[src/rtl/core_pkg.sv]
// core_pkg: definitions shared by the fetch-side blocks.
//   fetch_state_t : fetch sequencer FSM states
//   XLEN_DEF, RESET_PC_DEF, TRAP_VEC_DEF : parameter defaults
//   INSTR_BYTES   : sequential PC step
package core_pkg;

    typedef enum logic [2:0] {
        IDLE = 3'd0,
        REQ  = 3'd1,
        WAIT = 3'd2,
        HOLD = 3'd3,
        HALT = 3'd4
    } fetch_state_t;

    localparam int          XLEN_DEF     = 64;
    localparam logic [63:0] RESET_PC_DEF = 64'h0;
    localparam logic [63:0] TRAP_VEC_DEF = 64'h100;
    localparam int          INSTR_BYTES  = 4;

endpackage

[src/rtl/pc_next_sel.sv]
// pc_next_sel: combinational next-PC mux for the fetch sequencer.
// Priority: trap > redirect > sequential advance > hold.
// Ports:
//   pc             in   current PC
//   advance        in   decode accepted the held instruction this cycle
//   trap_valid     in   trap request
//   redirect_valid in   branch/jump redirect
//   redirect_pc    in   redirect target
//   next_pc        out  PC to load at the next edge
//   flush          out  a trap or redirect is taking effect
//   misalign       out  the selected redirect target is not word aligned
module pc_next_sel
    import core_pkg::*;
#(
    parameter int              XLEN     = XLEN_DEF,
    parameter logic [XLEN-1:0] TRAP_VEC = XLEN'(TRAP_VEC_DEF)
) (
    input  logic [XLEN-1:0] pc,
    input  logic            advance,
    input  logic            trap_valid,
    input  logic            redirect_valid,
    input  logic [XLEN-1:0] redirect_pc,
    output logic [XLEN-1:0] next_pc,
    output logic            flush,
    output logic            misalign
);

    always_comb begin
        next_pc  = pc;
        misalign = 1'b0;
        if (trap_valid) begin
            next_pc = TRAP_VEC;
        end else if (redirect_valid) begin
            // A misaligned target is turned into a trap rather than fetched.
            if (redirect_pc[1:0] != 2'b00) begin
                next_pc  = TRAP_VEC;
                misalign = 1'b1;
            end else begin
                next_pc = redirect_pc;
            end
        end else if (advance) begin
            next_pc = pc + XLEN'(INSTR_BYTES);
        end
    end

    assign flush = trap_valid | redirect_valid;

endmodule

[src/rtl/pc_sequencer.sv]
// pc_sequencer: fetch-side controller owning the program counter.
// Issues instruction-memory requests, holds each returned word for decode
// under a valid/ready handshake, applies traps/redirects and discards
// fetches that were in flight when a redirect arrived.
// Ports:
//   clk, rst        clock, synchronous active-high reset
//   imem_req/addr   fetch request (addr always equals pc_out)
//   imem_gnt        request accepted
//   imem_rvalid/rdata  read response
//   instr_valid/instr/instr_pc  held instruction to decode
//   instr_ready     decode accepts the held instruction
//   redirect_valid/redirect_pc  branch/jump from execute
//   trap_valid      trap request
//   halt/resume     stop fetching after a handoff / restart
//   misalign_err    one-cycle pulse on a misaligned redirect
//   pc_out          current PC
//   instret         instructions accepted by decode
module pc_sequencer
    import core_pkg::*;
#(
    parameter int              XLEN     = XLEN_DEF,
    parameter logic [XLEN-1:0] RESET_PC = XLEN'(RESET_PC_DEF),
    parameter logic [XLEN-1:0] TRAP_VEC = XLEN'(TRAP_VEC_DEF)
) (
    input  logic            clk,
    input  logic            rst,
    output logic            imem_req,
    output logic [XLEN-1:0] imem_addr,
    input  logic            imem_gnt,
    input  logic            imem_rvalid,
    input  logic [31:0]     imem_rdata,
    output logic            instr_valid,
    output logic [31:0]     instr,
    output logic [XLEN-1:0] instr_pc,
    input  logic            instr_ready,
    input  logic            redirect_valid,
    input  logic [XLEN-1:0] redirect_pc,
    input  logic            trap_valid,
    input  logic            halt,
    input  logic            resume,
    output logic            misalign_err,
    output logic [XLEN-1:0] pc_out,
    output logic [63:0]     instret
);

    fetch_state_t    state;
    logic            kill;      // outstanding fetch is stale, drop its data
    logic [XLEN-1:0] next_pc;
    logic            flush;
    logic            misalign;
    logic            handoff;

    assign handoff   = (state == HOLD) && instr_ready;
    assign imem_addr = pc_out;

    pc_next_sel #(
        .XLEN     (XLEN),
        .TRAP_VEC (TRAP_VEC)
    ) u_next_sel (
        .pc             (pc_out),
        .advance        (handoff),
        .trap_valid     (trap_valid),
        .redirect_valid (redirect_valid),
        .redirect_pc    (redirect_pc),
        .next_pc        (next_pc),
        .flush          (flush),
        .misalign       (misalign)
    );

    always_ff @(posedge clk) begin
        if (rst) begin
            state        <= IDLE;
            pc_out       <= RESET_PC;
            imem_req     <= 1'b0;
            instr_valid  <= 1'b0;
            instr        <= '0;
            instr_pc     <= '0;
            misalign_err <= 1'b0;
            instret      <= '0;
            kill         <= 1'b0;
        end else begin
            pc_out       <= next_pc;
            misalign_err <= misalign;
            if (handoff)
                instret <= instret + 64'd1;

            case (state)
                IDLE: begin
                    state    <= REQ;
                    imem_req <= 1'b1;
                end
                REQ: begin
                    // Without gnt the new PC is simply presented next cycle.
                    if (imem_gnt) begin
                        state    <= WAIT;
                        imem_req <= 1'b0;
                        kill     <= flush;
                    end
                end
                WAIT: begin
                    if (imem_rvalid) begin
                        if (kill || flush) begin
                            kill     <= 1'b0;
                            state    <= REQ;
                            imem_req <= 1'b1;
                        end else begin
                            instr       <= imem_rdata;
                            instr_pc    <= pc_out;
                            instr_valid <= 1'b1;
                            state       <= HOLD;
                        end
                    end else if (flush) begin
                        kill <= 1'b1;
                    end
                end
                HOLD: begin
                    if (flush) begin
                        instr_valid <= 1'b0;
                        state       <= REQ;
                        imem_req    <= 1'b1;
                    end else if (instr_ready) begin
                        instr_valid <= 1'b0;
                        if (halt) begin
                            state <= HALT;
                        end else begin
                            state    <= REQ;
                            imem_req <= 1'b1;
                        end
                    end
                end
                HALT: begin
                    if (resume || flush) begin
                        state    <= REQ;
                        imem_req <= 1'b1;
                    end
                end
                default: begin
                    state    <= IDLE;
                    imem_req <= 1'b0;
                end
            endcase
        end
    end

endmodule

[config.mk]
export PLATFORM = sky130hd
export DESIGN_NAME = pc_sequencer
export DESIGN_NICKNAME = d
export VERILOG_FILES = /design/src/rtl/core_pkg.sv /design/src/rtl/pc_next_sel.sv /design/src/rtl/pc_sequencer.sv
export SDC_FILE = /design/constraint.sdc
export NUM_CORES = 1
export LEC_CHECK = 0
export CORE_ASPECT_RATIO = 1.25
export CORE_MARGIN = 2
export CORE_UTILIZATION = 30
export CTS_CLUSTER_SIZE = 28
export DETAILED_ROUTE_END_ITERATION = 12
export PLACE_DENSITY_LB_ADDON = 0.15
export SLEW_MARGIN = 15
export SYNTH_ARGS = -nofsm -noshare
export SYNTH_HDL_FRONTEND = slang
export SYNTH_SLANG_ARGS = --single-unit
[constraint.sdc]
create_clock -name clk -period 2.1 [get_ports clk]
set_input_delay 0.42 -clock clk [delete_from_list [all_inputs] [get_ports clk]]
set_output_delay 0.42 -clock clk [all_outputs]
set_load 0.02 [all_outputs]
==> impl_results.md <==
* Seq cells post-synth at 231
* Dpl hpwl at 34,200 um
* Post-CTS Hold Buffers at 0
* R2R cell count at 6
* Worst Hold Class: in2reg
* Delay-heaviest family, CP: simple AND/OR/NAND/NOR gates
* Peak Freq at 438 MHz
* Status: finished, violations left
* Commonest cells after routing, fill and taps aside: 311 x clkdlybuf4s50_1, 285 x nand2_1, 248 x buf_4
* Area Growth Syn to Fin at 65.9%
* I/O Pins at 396
* RSZ-0062 raised after global routing: true
* Placer Congestion at 0.964
* Rel. slew slack at 61.9%
* Drt first pass iters at 5
* DRC Markers at 0
* CTS tree: built
* Switching Share at 24.1%
* First-pass GRT wire length at 68,500 um
* Cell variety after synth at 73
* Maximum VDD drop at 0.000497 V
* CP max stage delay at 550 ps
* Clk_lat worst skew at 550 ps
* Largest net degree at the start of global routing at 52
* Switch Pwr at 2.40 mW
* Clk slew on worst S/H paths at 60 ps
* H-tree levels at 1
* Vias in the first global route at 12,364
* Via density per instance at 5.05
* TritonCTS Buffers at 27
* Int Power at 7.54 mW
* Ys Warns at 0
* Commonest non-fill, non-tap cell in the layout: clkdlybuf4s50_1
* Pleak at 7.33 nW
* Async S/R FF share, synth at 0%
* Violated checks: negative setup slack
* Crit path kind: reg2reg
* Die area at 38,400 um2
* Pwr dens at 541 nW/um2
* Setup TNS at -635 ps
* WHS Endpoint: imem_addr[59]
* Row Count at 78
* Final setup margin at -181 ps
* Chip Height at 219 um
* Setup WS pre-CTS at -481 ps
* Max_cap viols at 0
* Overflow after GRT at 0
* Worst path bufs/invs at 0
* Average size of a mapped cell at 7.75 um2
* Syn_nets at 1,534
* DIE WIDTH at 176 um
* Max-slew violation count at 0
* Sequential share of the synthesized area at 41.8%
* Share of layout cells above drive strength 1 at 22.8%
* Worst-path cell chain: nand4_1 > or4_4 > or4_4 > o21ai_2 > o41ai_2 > a2111oi_1
* WL per Instance at 18.5 um
* Total GRT Usage at 22.6%
* Most used DFF post-synth: dfxtp_1
* Worst setup SP type: register
* Vias after detailed routing at 12,474
* CP Capture Type: register
* Clk root buf: clkbuf_16
* Clock share of power at 46.8%
* Routed WL at 45,600 um
* Final hold vios at 0
* Post-route ant nets at 0
* Layout Skew at 12.5 ps
* Clock Path Buffers at 3
* Clk sinks at 231
* CP Data Required Time at 2540 ps
* Final Cycle Share at 109%
* Initial core utilization at 30.5%
* Fill cells at 3,546
* Hold depth at 4
* Crit path time final at 2280 ps
* Synth Cell Area at 11,100 um2
* Initial antenna violation count at 2
* FF-to-FF Start: imem_addr[25]
* Worst R2R End: imem_addr[58]
* Crit-path most repeated cell: or4_4
* Final nets at 2,073
* Comb power frac at 8.6%
* Slew @ Worst Pin at 572 ps
* Crit Path Max Fanout at 5
* Critical Path AT at 2720 ps
* DR iter-0 viols at 817
* R2R setup slack at -180 ps
* Core footprint at 36,300 um2
* IO Port Bufs at 395
* Final setup fails at 9
* Number of flops mapped to enable cells by yosys at 0
* CP max stage cell: or4_4
* Hold path start: rst
* Flop pwr share at 44.5%
* Post-Synthesis Cells at 1,427
[worst min-delay path: cells and delay by family]
family,cells,cell delay (ps)
AOI/OAI and AO/OA,1,40
buffers and inverters,1,100
and+or+nand+nor,2,280
[cell families after synthesis]
kind of cell    count (synthesis)  synth area share [%]
compound gates                285                  14.8
xor+xnor                       74                  5.86
fa+ha+maj                       2                 0.226
mux                             5                 0.464
simple gates                  662                  28.5
buf+inv                       168                  8.32
flops                         231                  41.8
[synthesized netlist by cell type, types with 13 or more instances]
cell,number,area [um2]
dfxtp_1,231,4620
inv_1,14,52.6
and2_1,18,113
nor4_1,29,181
and4_1,17,149
and3_1,16,100
o21ai_0,47,235
nand3_1,52,260
a211oi_1,13,97.6
a21oi_1,171,856
buf_4,65,488
clkbuf_1,68,255
nand2_1,286,1070
nor3_1,43,215
or3_1,14,87.6
xor2_1,38,333
xnor2_1,36,315
nor2_1,108,405
nand4_1,43,269
[metrics by stage]
step           area, um2  instances  hold slack (ps)  power (mW)  utilization, %
2_1_floorplan      11300       1427              510        4.88               -
3_3_place_gp       17100       2407              441        5.37            47.0
3_5_place_dp       17100       2407              446        5.38            47.0
4_1_cts            17900       2459              321        10.1            49.4
5_1_grt            18300       2468              360        10.3            50.5
6_report           18300       2468              341        9.93            50.5
[power groups by stage]
stage | clock network (mW) | registers [mW] | logic (mW)
after floorplan | 0 | 4.56 | 0.317
after global placement | 0 | 4.52 | 0.853
after detailed placement | 0 | 4.52 | 0.856
after CTS | 4.80 | 4.42 | 0.852
after global routing | 4.95 | 4.43 | 0.913
final | 4.65 | 4.42 | 0.855
[final cells by class]
cell class                 instances  area, um2  share of cell area, %
clock inverter                     7       62.6                  0.341
sequential                       231       4760                   25.9
clock buffer                      42        802                   4.37
inverter                          14       52.6                  0.286
antenna                            2       5.00                 0.0273
multi-input combinational       1028       5930                   32.3
timing repair buffer             664       6130                   33.4
tap                              480        601                   3.27
[what timing repair did]
item,in CTS,in global routing
setup buffers,3,7
setup endpoints to repair,92,81
resized for setup,75,86
pin swaps,6,36
[metal layers]
| layer | vias up | share of wire (%) | GRT usage [%] |
|---|---|---|---|
| li1 | 5987 | - | - |
| met1 | 5906 | 40 | 26.4 |
| met2 | 467 | 50 | 41.0 |
| met3 | 114 | 6.0 | 3.65 |
| met4 | 0 | 3.5 | 8.93 |
| met5 | - | 0 | 0 |
[worst max-delay path by stage]
stage                             start             to  depth (start not counted)
after floorplan           imem_addr[30]  imem_addr[54]                          7
after CTS                 imem_addr[39]  imem_addr[58]                          6
after global routing      imem_addr[25]  imem_addr[58]                          6
final                     imem_addr[25]  imem_addr[58]                          6
after global placement      instr_ready    instret[47]                          8
after detailed placement    instr_ready    instret[59]                          8
[state kept, by name, indices dropped and copies added, names as in the netlist, 3 cells and up]
register and count:
state 3, imem_addr 64, instr 32, instr_pc 64
instret 64
No activity file was read; power rests on OpenSTA's default activity.
